==> src/rtl/axi4_slave_interface_pkg.sv <==
// Shared definitions for the AXI4 slave interface: burst/response codes,
// state encodings and the burst support check used by both channels.
package axi4_slave_interface_pkg;

  localparam logic [1:0] BURST_INCR  = 2'b01;
  localparam logic [1:0] RESP_OKAY   = 2'b00;
  localparam logic [1:0] RESP_SLVERR = 2'b10;

  typedef enum logic [2:0] {
    W_IDLE,
    W_CMD,
    W_FWD,
    W_DRAIN,
    W_RESP
  } writeState_t;

  typedef enum logic [1:0] {
    R_IDLE,
    R_CMD,
    R_FWD,
    R_ERR
  } readState_t;

  // Only full-width INCR bursts map onto the inner command interface.
  function automatic logic isSupported(input logic [1:0] burst, input logic [2:0] size,
                                       input logic [2:0] fullSize);
    return (burst == BURST_INCR) && (size == fullSize);
  endfunction

endpackage

==> src/rtl/axi4_slave_interface_if.sv <==
// AXI4 slave-side bus bundle (AW/W/B/AR/R); the slave modport faces the
// responder, the master modport faces the interconnect or a bench.
interface axi4_slave_interface_if #(
  parameter int AddressWidth = 32,
  parameter int DataWidth    = 32
);

  logic [AddressWidth-1:0] S_AWADDR;
  logic [7:0]              S_AWLEN;
  logic [2:0]              S_AWSIZE;
  logic [1:0]              S_AWBURST;
  logic                    S_AWVALID;
  logic                    S_AWREADY;

  logic [DataWidth-1:0]    S_WDATA;
  logic [DataWidth/8-1:0]  S_WSTRB;
  logic                    S_WLAST;
  logic                    S_WVALID;
  logic                    S_WREADY;

  logic [1:0]              S_BRESP;
  logic                    S_BVALID;
  logic                    S_BREADY;

  logic [AddressWidth-1:0] S_ARADDR;
  logic [7:0]              S_ARLEN;
  logic [2:0]              S_ARSIZE;
  logic [1:0]              S_ARBURST;
  logic                    S_ARVALID;
  logic                    S_ARREADY;

  logic [DataWidth-1:0]    S_RDATA;
  logic [1:0]              S_RRESP;
  logic                    S_RLAST;
  logic                    S_RVALID;
  logic                    S_RREADY;

  modport slave (
    input  S_AWADDR, S_AWLEN, S_AWSIZE, S_AWBURST, S_AWVALID,
    output S_AWREADY,
    input  S_WDATA, S_WSTRB, S_WLAST, S_WVALID,
    output S_WREADY,
    output S_BRESP, S_BVALID,
    input  S_BREADY,
    input  S_ARADDR, S_ARLEN, S_ARSIZE, S_ARBURST, S_ARVALID,
    output S_ARREADY,
    output S_RDATA, S_RRESP, S_RLAST, S_RVALID,
    input  S_RREADY
  );

  modport master (
    output S_AWADDR, S_AWLEN, S_AWSIZE, S_AWBURST, S_AWVALID,
    input  S_AWREADY,
    output S_WDATA, S_WSTRB, S_WLAST, S_WVALID,
    input  S_WREADY,
    input  S_BRESP, S_BVALID,
    output S_BREADY,
    output S_ARADDR, S_ARLEN, S_ARSIZE, S_ARBURST, S_ARVALID,
    input  S_ARREADY,
    input  S_RDATA, S_RRESP, S_RLAST, S_RVALID,
    output S_RREADY
  );

endinterface

==> src/rtl/axi4_slave_interface_beat_counter.sv <==
// Burst beat down-counter: loads AXI LEN on address acceptance, counts data
// handshakes down and flags the final beat when it reaches zero.
module axi4_beat_counter (
  input  logic       ACLK,
  input  logic       ARESETN,
  input  logic       load,
  input  logic [7:0] len,
  input  logic       beat,
  output logic       last
);

  logic [7:0] count;

  always_ff @(posedge ACLK or negedge ARESETN) begin
    if (!ARESETN) begin
      count <= '0;
    end else if (load) begin
      count <= len;
    end else if (beat && (count != 8'd0)) begin
      count <= count - 8'd1;
    end
  end

  assign last = (count == 8'd0);

endmodule

==> src/rtl/axi4_slave_interface.sv <==
// AXI4 slave that turns each single-outstanding INCR burst into one inner
// command (address, beats, req/ack) plus a pass-through data stream.
module axi4_slave_interface
  import axi4_slave_interface_pkg::*;
#(
  parameter int AddressWidth       = 32,
  parameter int DataWidth          = 32,
  parameter int InnerIFLengthWidth = 16
) (
  input  logic                          ACLK,
  input  logic                          ARESETN,
  axi4_slave_interface_if.slave         axi,
  output logic [AddressWidth-1:0]       oWriteAddress,
  output logic [InnerIFLengthWidth-1:0] oWriteBeats,
  output logic                          oWriteCommandReq,
  input  logic                          iWriteCommandAck,
  output logic [DataWidth-1:0]          oWriteData,
  output logic                          oWriteLast,
  output logic                          oWriteValid,
  input  logic                          iWriteReady,
  output logic [AddressWidth-1:0]       oReadAddress,
  output logic [InnerIFLengthWidth-1:0] oReadBeats,
  output logic                          oReadCommandReq,
  input  logic                          iReadCommandAck,
  input  logic [DataWidth-1:0]          iReadData,
  input  logic                          iReadValid,
  output logic                          oReadReady
);

  localparam logic [2:0] FullSize = 3'($clog2(DataWidth / 8));

  writeState_t writeState, writeNext;
  readState_t  readState, readNext;
  logic        writeErr;
  logic        awReady, wReady, bValid, wLoad, wBeat, wCntLast;
  logic        arReady, rValid, rLast, rLoad, rBeat, rCntLast;
  logic [DataWidth-1:0] rData;
  logic [1:0]  rResp;
  logic        unusedSignals;

  assign unusedSignals = ^axi.S_WSTRB;

  axi4_beat_counter writeCounter (
    .ACLK    (ACLK),
    .ARESETN (ARESETN),
    .load    (wLoad),
    .len     (axi.S_AWLEN),
    .beat    (wBeat),
    .last    (wCntLast)
  );

  axi4_beat_counter readCounter (
    .ACLK    (ACLK),
    .ARESETN (ARESETN),
    .load    (rLoad),
    .len     (axi.S_ARLEN),
    .beat    (rBeat),
    .last    (rCntLast)
  );

  // Write path: unsupported bursts are drained and answered with SLVERR
  // without ever reaching the inner command interface.
  always_comb begin
    writeNext        = writeState;
    awReady          = 1'b0;
    wReady           = 1'b0;
    bValid           = 1'b0;
    oWriteCommandReq = 1'b0;
    oWriteValid      = 1'b0;
    oWriteLast       = 1'b0;
    wLoad            = 1'b0;
    wBeat            = 1'b0;
    case (writeState)
      W_IDLE: begin
        awReady = 1'b1;
        if (axi.S_AWVALID) begin
          wLoad     = 1'b1;
          writeNext = isSupported(axi.S_AWBURST, axi.S_AWSIZE, FullSize) ? W_CMD : W_DRAIN;
        end
      end
      W_CMD: begin
        oWriteCommandReq = 1'b1;
        if (iWriteCommandAck) writeNext = W_FWD;
      end
      W_FWD: begin
        wReady      = iWriteReady;
        oWriteValid = axi.S_WVALID;
        oWriteLast  = wCntLast;
        wBeat       = axi.S_WVALID && iWriteReady;
        if (wBeat && wCntLast) writeNext = W_RESP;
      end
      W_DRAIN: begin
        wReady = 1'b1;
        wBeat  = axi.S_WVALID;
        if (wBeat && wCntLast) writeNext = W_RESP;
      end
      W_RESP: begin
        bValid = 1'b1;
        if (axi.S_BREADY) writeNext = W_IDLE;
      end
      default: writeNext = W_IDLE;
    endcase
  end

  // The captured command stays stable until the burst's response completes.
  always_ff @(posedge ACLK or negedge ARESETN) begin
    if (!ARESETN) begin
      writeState    <= W_IDLE;
      writeErr      <= 1'b0;
      oWriteAddress <= '0;
      oWriteBeats   <= '0;
    end else begin
      writeState <= writeNext;
      if (wLoad) begin
        oWriteAddress <= axi.S_AWADDR;
        oWriteBeats   <= InnerIFLengthWidth'(axi.S_AWLEN) + InnerIFLengthWidth'(1);
        writeErr      <= !isSupported(axi.S_AWBURST, axi.S_AWSIZE, FullSize);
      end else if ((writeState == W_FWD) && wBeat && (axi.S_WLAST != wCntLast)) begin
        writeErr <= 1'b1;
      end else if (bValid && axi.S_BREADY) begin
        writeErr <= 1'b0;
      end
    end
  end

  assign axi.S_AWREADY = awReady;
  assign axi.S_WREADY  = wReady;
  assign axi.S_BVALID  = bValid;
  assign axi.S_BRESP   = writeErr ? RESP_SLVERR : RESP_OKAY;
  assign oWriteData    = axi.S_WDATA;

  // Read path: unsupported bursts are answered locally with zero SLVERR beats.
  always_comb begin
    readNext        = readState;
    arReady         = 1'b0;
    rValid          = 1'b0;
    rLast           = 1'b0;
    rData           = '0;
    rResp           = RESP_OKAY;
    oReadCommandReq = 1'b0;
    oReadReady      = 1'b0;
    rLoad           = 1'b0;
    rBeat           = 1'b0;
    case (readState)
      R_IDLE: begin
        arReady = 1'b1;
        if (axi.S_ARVALID) begin
          rLoad    = 1'b1;
          readNext = isSupported(axi.S_ARBURST, axi.S_ARSIZE, FullSize) ? R_CMD : R_ERR;
        end
      end
      R_CMD: begin
        oReadCommandReq = 1'b1;
        if (iReadCommandAck) readNext = R_FWD;
      end
      R_FWD: begin
        rValid     = iReadValid;
        oReadReady = axi.S_RREADY;
        rData      = iReadData;
        rLast      = rCntLast;
        rBeat      = iReadValid && axi.S_RREADY;
        if (rBeat && rCntLast) readNext = R_IDLE;
      end
      R_ERR: begin
        rValid = 1'b1;
        rResp  = RESP_SLVERR;
        rLast  = rCntLast;
        rBeat  = axi.S_RREADY;
        if (rBeat && rCntLast) readNext = R_IDLE;
      end
      default: readNext = R_IDLE;
    endcase
  end

  always_ff @(posedge ACLK or negedge ARESETN) begin
    if (!ARESETN) begin
      readState    <= R_IDLE;
      oReadAddress <= '0;
      oReadBeats   <= '0;
    end else begin
      readState <= readNext;
      if (rLoad) begin
        oReadAddress <= axi.S_ARADDR;
        oReadBeats   <= InnerIFLengthWidth'(axi.S_ARLEN) + InnerIFLengthWidth'(1);
      end
    end
  end

  assign axi.S_ARREADY = arReady;
  assign axi.S_RVALID  = rValid;
  assign axi.S_RLAST   = rLast;
  assign axi.S_RDATA   = rData;
  assign axi.S_RRESP   = rResp;

endmodule
==> src/flat_wrapper.sv <==
// flat-port wrapper written by rule: the top's interface ports become plain ports
module axi4_slave_interface_flat import axi4_slave_interface_pkg::*;
#(
  parameter int AddressWidth       = 32,
  parameter int DataWidth          = 32,
  parameter int InnerIFLengthWidth = 16
)
  (ACLK, ARESETN, oWriteAddress, oWriteBeats, oWriteCommandReq, iWriteCommandAck, oWriteData, oWriteLast, oWriteValid, iWriteReady, oReadAddress, oReadBeats, oReadCommandReq, iReadCommandAck, iReadData, iReadValid, oReadReady, axi_S_AWADDR, axi_S_AWLEN, axi_S_AWSIZE, axi_S_AWBURST, axi_S_AWVALID, axi_S_AWREADY, axi_S_WDATA, axi_S_WSTRB, axi_S_WLAST, axi_S_WVALID, axi_S_WREADY, axi_S_BRESP, axi_S_BVALID, axi_S_BREADY, axi_S_ARADDR, axi_S_ARLEN, axi_S_ARSIZE, axi_S_ARBURST, axi_S_ARVALID, axi_S_ARREADY, axi_S_RDATA, axi_S_RRESP, axi_S_RLAST, axi_S_RVALID, axi_S_RREADY);
  axi4_slave_interface_if #(.AddressWidth(AddressWidth), .DataWidth(DataWidth)) axi_i ();
  input  logic ACLK;
  input  logic ARESETN;
  output logic [AddressWidth-1:0] oWriteAddress;
  output logic [InnerIFLengthWidth-1:0] oWriteBeats;
  output logic oWriteCommandReq;
  input  logic iWriteCommandAck;
  output logic [DataWidth-1:0] oWriteData;
  output logic oWriteLast;
  output logic oWriteValid;
  input  logic iWriteReady;
  output logic [AddressWidth-1:0] oReadAddress;
  output logic [InnerIFLengthWidth-1:0] oReadBeats;
  output logic oReadCommandReq;
  input  logic iReadCommandAck;
  input  logic [DataWidth-1:0] iReadData;
  input  logic iReadValid;
  output logic oReadReady;
  input wire logic [$bits(axi_i.S_AWADDR)-1:0] axi_S_AWADDR;
  input wire logic [$bits(axi_i.S_AWLEN)-1:0] axi_S_AWLEN;
  input wire logic [$bits(axi_i.S_AWSIZE)-1:0] axi_S_AWSIZE;
  input wire logic [$bits(axi_i.S_AWBURST)-1:0] axi_S_AWBURST;
  input wire logic [$bits(axi_i.S_AWVALID)-1:0] axi_S_AWVALID;
  output wire logic [$bits(axi_i.S_AWREADY)-1:0] axi_S_AWREADY;
  input wire logic [$bits(axi_i.S_WDATA)-1:0] axi_S_WDATA;
  input wire logic [$bits(axi_i.S_WSTRB)-1:0] axi_S_WSTRB;
  input wire logic [$bits(axi_i.S_WLAST)-1:0] axi_S_WLAST;
  input wire logic [$bits(axi_i.S_WVALID)-1:0] axi_S_WVALID;
  output wire logic [$bits(axi_i.S_WREADY)-1:0] axi_S_WREADY;
  output wire logic [$bits(axi_i.S_BRESP)-1:0] axi_S_BRESP;
  output wire logic [$bits(axi_i.S_BVALID)-1:0] axi_S_BVALID;
  input wire logic [$bits(axi_i.S_BREADY)-1:0] axi_S_BREADY;
  input wire logic [$bits(axi_i.S_ARADDR)-1:0] axi_S_ARADDR;
  input wire logic [$bits(axi_i.S_ARLEN)-1:0] axi_S_ARLEN;
  input wire logic [$bits(axi_i.S_ARSIZE)-1:0] axi_S_ARSIZE;
  input wire logic [$bits(axi_i.S_ARBURST)-1:0] axi_S_ARBURST;
  input wire logic [$bits(axi_i.S_ARVALID)-1:0] axi_S_ARVALID;
  output wire logic [$bits(axi_i.S_ARREADY)-1:0] axi_S_ARREADY;
  output wire logic [$bits(axi_i.S_RDATA)-1:0] axi_S_RDATA;
  output wire logic [$bits(axi_i.S_RRESP)-1:0] axi_S_RRESP;
  output wire logic [$bits(axi_i.S_RLAST)-1:0] axi_S_RLAST;
  output wire logic [$bits(axi_i.S_RVALID)-1:0] axi_S_RVALID;
  input wire logic [$bits(axi_i.S_RREADY)-1:0] axi_S_RREADY;
  assign axi_i.S_AWADDR = axi_S_AWADDR;
  assign axi_i.S_AWLEN = axi_S_AWLEN;
  assign axi_i.S_AWSIZE = axi_S_AWSIZE;
  assign axi_i.S_AWBURST = axi_S_AWBURST;
  assign axi_i.S_AWVALID = axi_S_AWVALID;
  assign axi_S_AWREADY = axi_i.S_AWREADY;
  assign axi_i.S_WDATA = axi_S_WDATA;
  assign axi_i.S_WSTRB = axi_S_WSTRB;
  assign axi_i.S_WLAST = axi_S_WLAST;
  assign axi_i.S_WVALID = axi_S_WVALID;
  assign axi_S_WREADY = axi_i.S_WREADY;
  assign axi_S_BRESP = axi_i.S_BRESP;
  assign axi_S_BVALID = axi_i.S_BVALID;
  assign axi_i.S_BREADY = axi_S_BREADY;
  assign axi_i.S_ARADDR = axi_S_ARADDR;
  assign axi_i.S_ARLEN = axi_S_ARLEN;
  assign axi_i.S_ARSIZE = axi_S_ARSIZE;
  assign axi_i.S_ARBURST = axi_S_ARBURST;
  assign axi_i.S_ARVALID = axi_S_ARVALID;
  assign axi_S_ARREADY = axi_i.S_ARREADY;
  assign axi_S_RDATA = axi_i.S_RDATA;
  assign axi_S_RRESP = axi_i.S_RRESP;
  assign axi_S_RLAST = axi_i.S_RLAST;
  assign axi_S_RVALID = axi_i.S_RVALID;
  assign axi_i.S_RREADY = axi_S_RREADY;
  axi4_slave_interface #(.AddressWidth(AddressWidth), .DataWidth(DataWidth), .InnerIFLengthWidth(InnerIFLengthWidth)) u_core (.ACLK(ACLK), .ARESETN(ARESETN), .axi(axi_i), .oWriteAddress(oWriteAddress), .oWriteBeats(oWriteBeats), .oWriteCommandReq(oWriteCommandReq), .iWriteCommandAck(iWriteCommandAck), .oWriteData(oWriteData), .oWriteLast(oWriteLast), .oWriteValid(oWriteValid), .iWriteReady(iWriteReady), .oReadAddress(oReadAddress), .oReadBeats(oReadBeats), .oReadCommandReq(oReadCommandReq), .iReadCommandAck(iReadCommandAck), .iReadData(iReadData), .iReadValid(iReadValid), .oReadReady(oReadReady));
endmodule
==> config.mk <==
export PLATFORM = sky130hd
export DESIGN_NAME = axi4_slave_interface_flat
export DESIGN_NICKNAME = d
export VERILOG_FILES = /design/src/rtl/axi4_slave_interface_pkg.sv /design/src/rtl/axi4_slave_interface_if.sv /design/src/rtl/axi4_slave_interface_beat_counter.sv /design/src/rtl/axi4_slave_interface.sv /design/src/flat_wrapper.sv
export SDC_FILE = /design/constraint.sdc
export NUM_CORES = 1
export LEC_CHECK = 0
export CAP_MARGIN = 5
export CORE_AREA = 2 2 135 137
export DETAILED_ROUTE_END_ITERATION = 10
export DIE_AREA = 0 0 137 139
export PLACE_DENSITY = 0.66
export SLEW_MARGIN = 40
export SYNTH_ARGS = -nofsm -noshare
export SYNTH_HDL_FRONTEND = slang
export SYNTH_SLANG_ARGS = --single-unit
==> constraint.sdc <==
create_clock -name ACLK -period 2.3 [get_ports ACLK]
set_input_delay 0.46 -clock ACLK [delete_from_list [all_inputs] [get_ports ACLK]]
set_output_delay 0.46 -clock ACLK [all_outputs]
set_load 0.1 [all_outputs]
==> flow_summary_export.csv <==
group,metric,value,unit
cts,clockBufferDepth,2,
layout,final_cells,1094,
sta,rsz0062_at_grt,"yes",
placed_design,place_congestion,0.8336,
floorplan,die_height,139,um
routing,drtAntennaViolNets,0,
cts,cts-htree-levels,3,
sta,fmax,434.2,MHz
critical_path,r2r-start,"u_core.writeCounter.count[0]",
routing,dr_wl_met3,1351,um
routing,wl_met2,8153,um
cts,cts_buffers,9,
sta,worstMarginPinSlew,0.5371,ns
cts,clk_latency,0.35,ns
routing,routed_via_density,4.476,
synth,syn-cell-area,5375,sq um
floorplan,rows,49,
floorplan,io_pins,345,
floorplan,coreArea,17660,sq um
layout,final_nets,1036,
sta,skew,0.01326,ns
critical_path,startpoint,"u_core.readCounter.count[4]",
global_route,grt_pass1_vias,4868,
synth,synth_edf_count,0,
sta,hold_viol,0,
global_route,grt.total_usage,0.1653,
synth,ys_top_cells_by_area,"dfrtp_1 48%, nand2_1 16%, buf_4 7.0%",
synth,ys_ff_latch,104,
synth,synth-seq-area-share,0.4842,
global_route,overflow,0,
critical_path,endpoint_kind,"primary output",
routing,drt-met1-wl,6115,um
synth,synthFlopType,"dfrtp_1",
routing,highest_layer,"met4",
critical_path,r2r_cells,6,
sta,setup_viol,1,
placed_design,dp_cells,1072,
sta,setup_ws,-0.002890,ns
run_status,violations,"setup timing",
critical_path,cp.arrival,1.84,ns
global_route,grt_pass1_wl,24900,um
routing,wire_per_inst,14.53,um
sta,maxSlewHeadroom,0.6404,
floorplan,die_w,137,um
floorplan,die-area,19040,sq um
global_route,grt_antenna_before_repair,0,
layout,area_growth,60.38,%
floorplan,initial_core_util,0.3044,
routing,drt_iter0_drc,177,
synth,synth.distinct_cells,55,
routing,drt_first_pass_iters,4,
cts,clock_sinks,104,
layout,diodes,0,
sta,min_period,2.303,ns
hold_path,hp-class,"in2async",
routing,drc,0,
layout,final_layout_size_suffix_gt1_frac,0.2231,
cts,tritoncts,"done",
synth,avgSynthCellArea,8.532,sq um
sta,post-route-period-util,1.001,
critical_path,cp.required,1.84,ns
placed_design,port_buffers,260,
critical_path,worst-setup-path-type,"reg2out",
run_status,outcome,"finished, violations left",
global_route,grt_start_max_net_pins,37,
sta,drv_slew,0,
placed_design,dp_hpwl,12130,um
synth,ys_async_sr_fraction,1.000,
cts,clk_transition_reported_paths,0.08,ns
routing,via_count,4897,
critical_path,cp_max_fo,5,
routing,totalWireLength,15900,um
synth,synth_cells,630,
synth,yosys.area.top_type,"dfrtp_1",
synth,ys_warn_count,0,
synth,yosysTopAreaCellShare,0.4842,
flow_run,maxCapViolCount,0,
cts,cts-root-buf,"clkbuf_16",
critical_path,start_kind,"register",
[worst paths after layout]
kind                                           endpoint  slack (ns)
setup / recovery                            axi_S_RLAST      -0.003
hold / removal                  u_core.oWriteAddress[1]        0.07
setup reg to reg           u_core.writeCounter.count[4]        0.48
hold reg to reg                 u_core.oReadAddress[28]        0.48
max in group asynchronous  u_core.writeCounter.count[0]        1.63
min in group ACLK               u_core.oReadAddress[28]        0.48
[worst max-delay path, cell delays in order, from the launching register on]
cell     delay (ns)
dfrtp_1        0.43
or4_4          0.60
nor3_4         0.26
buf_12         0.21
[sequential cells by signal, indices dropped and copies added, names as in the netlist]
name,cells
u_core.oReadAddress,32
u_core.oReadBeats,9
u_core.oWriteAddress,32
u_core.writeState,3
u_core.readState,2
u_core.writeErr,1
u_core.writeCounter.count,8
u_core.readCounter.count,8
u_core.oWriteBeats,9
[metrics by stage]
step                instance area [sq um]    util  hold slack, ns  worst slack [ns]  setup TNS (ns)
global placement                     8258  0.4677          0.4595            0.2142               0
floorplan                            5466       -          0.1644           -0.5692          -1.216
detailed placement                   8258  0.4677          0.4634            0.1975               0
CTS                                  8608  0.4875         0.08278          -0.01616        -0.01616
global route                         8621  0.4882         0.09825          -0.04614        -0.04614
finish                               8621  0.4882         0.07288         -0.002890       -0.002890
[timing repair]
item / in CTS / in global routing
hold buffers: 0 / 0
pin swaps: 2 / 3
resized for setup: 6 / 2
endpoints found under the setup margin: 2 / 4
setup buffers: 5 / 1
[cell usage after synthesis (4+ instances only)]
library cell and number:
nor4_1 5, nand4_1 4, dfrtp_1 104, a21oi_1 8
o21ai_0 14, o211ai_1 6, buf_4 50, ha_1 6
nor4b_1 4, nor3_1 12, o21ai_1 7, and2_1 34
inv_1 12, nand3_1 18, xor2_1 7, nor3b_1 5
clkbuf_1 19, nor2b_1 4, nand2_1 236, xnor2_1 8
nor2_1 14, buf_2 8
[cell type report]
cell class / count / area [sq um]
inverters: 12 / 45.04
fillers: 1721 / 9036
repair buffers: 284 / 3067
well taps: 229 / 286.5
clock buffers: 9 / 225.2
multi-input cells: 449 / 2326
flip-flops and latches: 104 / 2605
clock inverters: 7 / 66.31
[layer usage]
metal,vias up,track usage
met5,-,0
met3,16,0.04825
met2,186,0.2985
li1,2435,-
met1,2260,0.1834
met4,0,0.05426
[layout by cell type, fill, tap and decap left out, types with 5 or more instances in the layout]
cell type          n
o211ai_1           6
dfrtp_1          102
buf_12            48
clkdlybuf4s50_1  132
nand2_1          236
xor2_1             7
xnor2_1            8
clkbuf_16          9
nand3_1           18
and2_1            33
a21oi_1            8
nor4_1             5
buf_4            103
nor2_1            13
o21ai_0           14
nor3_1             9
conb_1            16
o21ai_1            7
ha_1               6
inv_1             11
[cells by family after synthesis]
group | Yosys count | synth area share
XOR/XNOR | 15 | 0.02444
multiplexers | 1 | 0.001862
other | 1 | 0.0006977
adder cells (fa/ha/maj) | 6 | 0.01397
buffers and inverters | 92 | 0.1040
AO/OA/AOI/OAI | 55 | 0.06635
flip-flops | 104 | 0.4842
AND/OR/NAND/NOR | 356 | 0.3045
Power is left out: the tool's default activity adds up to more than one toggle a clock period on the data nets, which glitch-free logic cannot reach.
